$ cat config.mk
export PLATFORM = sky130hd
export DESIGN_NAME = seg_frame_decoder
export DESIGN_NICKNAME = d
export VERILOG_FILES = /design/src/rtl/seg_frame_decoder.sv
export SDC_FILE = /design/constraint.sdc
export NUM_CORES = 1
export LEC_CHECK = 0
export CORE_MARGIN = 4
export CORE_UTILIZATION = 24
export DETAILED_ROUTE_END_ITERATION = 6
export GPL_TIMING_DRIVEN = 0
export PLACE_DENSITY = 0.42
export SYNTH_ARGS = -nofsm -noshare
export SYNTH_HDL_FRONTEND = slang
export SYNTH_SLANG_ARGS = --single-unit
$ cat constraint.sdc
create_clock -name clk -period 2.37 [get_ports clk]
set_input_delay 0.474 -clock clk [delete_from_list [all_inputs] [get_ports clk]]
set_output_delay 0.474 -clock clk [all_outputs]
set_load 0.03 [all_outputs]
$ cat src/rtl/seg_frame_decoder.sv
`default_nettype none
// ============================================================================
//  Module      : seg_frame_decoder
//  Description : Samples a scanned, multiplexed active-low 7-segment bus and
//                recovers the hex nibble and decimal point of every digit.
//                A digit is captured after its segment pattern has been held
//                steady for STABLE_CYCLES samples. The module emits a
//                one-cycle frame pulse once every digit has been captured,
//                and an error pulse whenever more than one anode is active.
//  Revision    : 1.0  initial release
// ============================================================================
module seg_frame_decoder #(
    parameter int NUM_DIGITS    = 4,
    parameter int STABLE_CYCLES = 4
) (
    input  logic                    clk,
    input  logic                    rst_n,
    input  logic [7:0]              segs,
    input  logic [NUM_DIGITS-1:0]   an,
    output logic [4*NUM_DIGITS-1:0] digits_out,
    output logic [NUM_DIGITS-1:0]   dp_out,
    output logic [NUM_DIGITS-1:0]   invalid_out,
    output logic                    frame_valid,
    output logic                    err_pulse
);

    localparam int                    CNT_W  = $clog2(STABLE_CYCLES + 1);
    localparam int                    SMP_W  = NUM_DIGITS + 8;
    localparam logic [NUM_DIGITS-1:0] ONE_D  = NUM_DIGITS'(1);
    localparam logic [CNT_W-1:0]      C_LAST = CNT_W'(STABLE_CYCLES - 1);
    localparam logic [CNT_W-1:0]      C_FULL = CNT_W'(STABLE_CYCLES);

    typedef enum logic [1:0] {
        ST_IDLE  = 2'd0,
        ST_COUNT = 2'd1,
        ST_HELD  = 2'd2
    } state_t;

    state_t              r_state;
    logic [CNT_W-1:0]    r_cnt;
    logic [SMP_W-1:0]    r_smp;
    logic [SMP_W-1:0]    r_prv;
    logic [NUM_DIGITS-1:0] r_seen;

    logic [NUM_DIGITS-1:0] w_smp_an;
    logic [NUM_DIGITS-1:0] w_prv_an;
    logic [7:0]            w_smp_segs;
    logic [NUM_DIGITS-1:0] w_low;       // one bit per enabled anode in smp
    logic [NUM_DIGITS-1:0] w_prv_low;
    logic                  w_blank;
    logic                  w_legal;
    logic                  w_multi;
    logic                  w_prv_multi;
    logic                  w_changed;
    logic                  w_capture;
    logic                  w_glyph_hit;
    logic [3:0]            w_glyph_nib;
    logic [NUM_DIGITS-1:0] w_seen_next;

    assign w_smp_an   = r_smp[SMP_W-1:8];
    assign w_prv_an   = r_prv[SMP_W-1:8];
    assign w_smp_segs = r_smp[7:0];
    assign w_low      = ~w_smp_an;
    assign w_prv_low  = ~w_prv_an;

    // Anode classification: blank (no digit), exactly one digit, or several
    assign w_blank     = (w_low == '0);
    assign w_legal     = !w_blank && ((w_low & (w_low - ONE_D)) == '0);
    assign w_multi     = !w_blank && !w_legal;
    assign w_prv_multi = (w_prv_low != '0) &&
                         ((w_prv_low & (w_prv_low - ONE_D)) != '0);

    // Any bit difference, including the decimal point, restarts the dwell
    assign w_changed = (r_smp != r_prv);

    // Capture on the sample that completes the required run of identical ones
    assign w_capture = (r_state == ST_COUNT) && !w_changed && (r_cnt == C_LAST);

    // Glyph lookup on segments g..a; decimal point is ignored here
    always_comb begin
        w_glyph_hit = 1'b1;
        w_glyph_nib = 4'h0;
        case (w_smp_segs[6:0])
            7'h40: w_glyph_nib = 4'h0;
            7'h79: w_glyph_nib = 4'h1;
            7'h24: w_glyph_nib = 4'h2;
            7'h30: w_glyph_nib = 4'h3;
            7'h19: w_glyph_nib = 4'h4;
            7'h12: w_glyph_nib = 4'h5;
            7'h02: w_glyph_nib = 4'h6;
            7'h78: w_glyph_nib = 4'h7;
            7'h00: w_glyph_nib = 4'h8;
            7'h18: w_glyph_nib = 4'h9;
            7'h08: w_glyph_nib = 4'hA;
            7'h03: w_glyph_nib = 4'hB;
            7'h46: w_glyph_nib = 4'hC;
            7'h21: w_glyph_nib = 4'hD;
            7'h06: w_glyph_nib = 4'hE;
            7'h0E: w_glyph_nib = 4'hF;
            default: w_glyph_hit = 1'b0;
        endcase
    end

    // Seen mask: cleared on the frame pulse edge, then the current capture ORed in
    always_comb begin
        w_seen_next = (&r_seen) ? '0 : r_seen;
        if (w_capture) begin
            w_seen_next = w_seen_next | w_low;
        end
    end

    // Input stage: register the bus once and keep the previous sample
    always_ff @(posedge clk) begin
        if (!rst_n) begin
            r_smp <= '1;
            r_prv <= '1;
        end else begin
            r_smp <= {an, segs};
            r_prv <= r_smp;
        end
    end

    // Dwell FSM with registered capture, frame and error outputs
    always_ff @(posedge clk) begin
        if (!rst_n) begin
            r_state     <= ST_IDLE;
            r_cnt       <= '0;
            r_seen      <= '0;
            digits_out  <= '0;
            dp_out      <= '0;
            invalid_out <= '0;
            frame_valid <= 1'b0;
            err_pulse   <= 1'b0;
        end else begin
            frame_valid <= &r_seen;
            err_pulse   <= w_multi && !w_prv_multi;
            r_seen      <= w_seen_next;

            case (r_state)
                ST_IDLE: begin
                    if (w_changed && w_legal) begin
                        r_state <= ST_COUNT;
                        r_cnt   <= CNT_W'(1);
                    end
                end
                ST_COUNT: begin
                    if (w_changed) begin
                        r_state <= w_legal ? ST_COUNT : ST_IDLE;
                        r_cnt   <= w_legal ? CNT_W'(1) : '0;
                    end else if (r_cnt == C_LAST) begin
                        r_state <= ST_HELD;
                        r_cnt   <= C_FULL;
                    end else begin
                        r_cnt <= r_cnt + CNT_W'(1);
                    end
                end
                ST_HELD: begin
                    if (w_changed) begin
                        r_state <= w_legal ? ST_COUNT : ST_IDLE;
                        r_cnt   <= w_legal ? CNT_W'(1) : '0;
                    end
                end
                default: begin
                    r_state <= ST_IDLE;
                    r_cnt   <= '0;
                end
            endcase

            for (int i = 0; i < NUM_DIGITS; i++) begin
                if (w_capture && w_low[i]) begin
                    dp_out[i]      <= ~w_smp_segs[7];
                    invalid_out[i] <= ~w_glyph_hit;
                    if (w_glyph_hit) begin
                        digits_out[4*i +: 4] <= w_glyph_nib;
                    end
                end
            end
        end
    end

endmodule
`default_nettype wire

==> results_dict.tcl <==
set metrics [dict create \
    worstSetupStartpointType "flip-flop" \
    routabilityCongestion 0.7740 \
    synth.mux.area_fraction 0.01336 \
    p_seq_frac 0.358 \
    nFillCells 1294 \
    dp_hpwl_um 6059 \
    p_int_mw 2.287 \
    ys.flop_type "dfxtp_1" \
    cpMaxStageDelayCell "or4_1" \
    multi_input_area_sq_mm 0.001607 \
    timing.slew.headroom 0.5332 \
    seqCellArea_sq_mm 0.001182 \
    fin_crit_ns 2.240 \
    diodes 0 \
    layout_common_cells "58 x dfxtp_1, 38 x clkdlybuf4s50_1, 29 x nand2_1" \
    cts_hold_buf 0 \
    synth-simple-area-share 0.2834 \
    grt_overflow 0 \
    grt_max_degree 12 \
    die_h_um 119.8 \
    drive_above_1_share 0.1376 \
    final_area_sq_mm 0.003970 \
    hold_violations 0 \
    grt_first_pass_wirelength_um 13430 \
    final_cells 546 \
    synthAdderAreaFrac 0.01503 \
    synthArstFlopShare 0 \
    ioPinCount 40 \
    worst_slew_pin_slew_ns 0.6944 \
    critPathKind "reg2reg" \
    cp_slowest_stage_delay_ns 0.51 \
    rows 40 \
    grt_use_total 0.1195 \
    slew_violations 0 \
    avgSynthCellArea_sq_um 9.224 \
    synth_seq_cells 59 \
    synth-edff-count 0 \
    power.leakage_nw 1.327 \
    synth_cell_types 62 \
    post_drt_wl_per_cell_um 15.19 \
    rsz0062_at_grt "false" \
    antenna_left 0 \
    maxCapViolations 0 \
    synthXorXnorAreaFrac 0.04883 \
    first_global_vias 2589 \
    setup_tns_ns 0 \
    synth.largest_area_cell "dfxtp_1" \
    p_per_area_mw_per_mm2 733.4 \
    synthesis.area_sq_mm 0.002998 \
    arrival_ns 2.47 \
    cts_tree "yes" \
    synthesis.nets 341 \
    synth_compound_area_frac 0.1732 \
    crit_fanout 10 \
    final_common_cell "dfxtp_1" \
    clock_skew_ns 0.008652 \
    fin_nets 389 \
    p_switching_mw 0.6245 \
    ys_top_cells_by_area "dfxtp_1 39%, nand2b_1 5.2%, nand2_1 3.6%" \
    cts_sinks 59 \
    dpl.cell_count 531 \
    min_path_type "reg2reg" \
    yosysSeqAreaShare 0.3940 \
    run_status "complete, no violations" \
    synth_top_family_by_area "simple AND/OR/NAND/NOR gates" \
    finalCritPeriodShare 0.9453 \
    io_buffers 38 \
    syn_to_final_growth_pct 32.43 \
    required_ns 2.60 \
    syn_inst 325 \
    antenna_found_initial 0 \
    drc 0 \
    yosysWarnings 0 \
    cts_max_level 3 \
    setup_viol 0 \
    p_comb_frac 0.082 \
    cp_num_buf_inv 3 \
    cpMostUsedCell "buf_2" \
    max_freq_mhz 446.3 \
    firstDrtPassIters 4 \
    utilization 0.3278 \
    peakVddDrop_mv 0.3103 \
    first_iter_violations 159 \
    cpLargestDelayFamily "simple AND/OR/NAND/NOR gates" \
    path_clk_slew_ns 0.06 \
    routed_wl_um 8294 \
    core_sq_mm 0.01211 \
    die_x_um 119.8 \
    root_buffer "clkbuf_16" \
    end_kind "flip-flop" \
    dieArea_sq_mm 0.01434 \
    viasPerCell 4.647 \
    path_cells "buf_2 -> xnor2_1 -> nand4_1 -> buf_2 -> or4_1 -> buf_2 -> a32o_1 -> o21a_1" \
    clockPowerShare 0.560 \
    initial_utilization 0.2475 \
    cts_max_path_buffers 2 \
    p_sw_frac 0.2145 \
    clock_latency_ns 0.33 \
    dpl-instance-area_sq_mm 0.003588 \
    synth_top_area_share 0.3940 \
    numCtsBuffers 9 \
    vias 2537 \
]
path summary, 6_finish.rpt:
check / end / startpoint / cells after the start / slack [ns]
worst max register to register: digits_out[5] / r_smp[11] / 8 / 0.13
worst min-delay path: r_seen[3] / r_seen[3] / 2 / 0.45
worst max-delay path: digits_out[5] / r_smp[11] / 8 / 0.13
worst min register to register: r_seen[3] / r_seen[3] / 2 / 0.45
cells by family after synthesis:
kind of cell	Yosys count
buffers and inverters	40
adder cells (fa/ha/maj)	4
multiplexers	4
AND/OR/NAND/NOR	137
AO/OA/AOI/OAI	66
flip-flops	59
XOR/XNOR	15
synth_stat cells, types with 5 or more instances:
master,count
a21oi_1,15
buf_2,10
buf_6,6
clkbuf_1,13
dfxtp_1,59
inv_1,8
nand2_1,29
nand2b_1,25
nand3_1,5
nand3b_1,6
nand4_1,10
nor2_1,18
o221a_1,8
o22ai_1,8
or4_1,5
xnor2_1,12
worst min-delay path, cell delays in order (launching register included):
cell and delay, ns:
dfxtp_1 0.30, nand2_1 0.05, a21oi_1 0.05
area by class of cell:
type / count / share of cell area
clock inverter: 6 / 0.03435
tap: 168 / 0.05295
buffer: 31 / 0.04664
multi-input combinational: 226 / 0.4047
sequential: 59 / 0.2978
timing repair buffer: 38 / 0.09581
inverter: 8 / 0.007564
clock buffer: 10 / 0.06020
state kept, by name, summed over array words and instances (netlist names):
register,count
frame_valid,1
r_state,2
digits_out,16
r_smp,12
r_cnt,3
r_prv,12
err_pulse,1
r_seen,4
dp_out,4
invalid_out,4
per-stage QoR:
stage / total power [mW] / hold WS (ns) / worst slack [ns]
floorplan: 1.231 / 0.4362 / 0.3528
global placement: 1.304 / 0.4493 / -0.1579
detailed placement: 1.304 / 0.4476 / -0.1395
CTS: 2.946 / 0.4546 / 0.09442
global route: 3.019 / 0.4819 / 0.001462
finish: 2.912 / 0.4513 / 0.1295
layer usage:
| layer | track usage | share of wire |
|---|---|---|
| met4 | 0.03436 | 0.010 |
| met1 | 0.1488 | 0.47 |
| met3 | 0.03393 | 0.033 |
| met5 | 0 | 0 |
| met2 | 0.2013 | 0.48 |
repair_timing:
item | in CTS | in global routing
setup endpoints to repair | 7 | 13
cloned | 0 | 0
buffers inserted | 0 | 0
endpoints found under the hold margin | 0 | 0
resized for setup | 1 | 5
power groups by stage:
stage	clock network (mW)	logic, mW	registers, mW
6_report	1.63	0.239	1.04
5_1_grt	1.71	0.266	1.05
4_1_cts	1.66	0.241	1.04
3_5_place_dp	0	0.243	1.06
3_3_place_gp	0	0.242	1.06
2_1_floorplan	0	0.174	1.06
(Power assumes the default switching activity.)
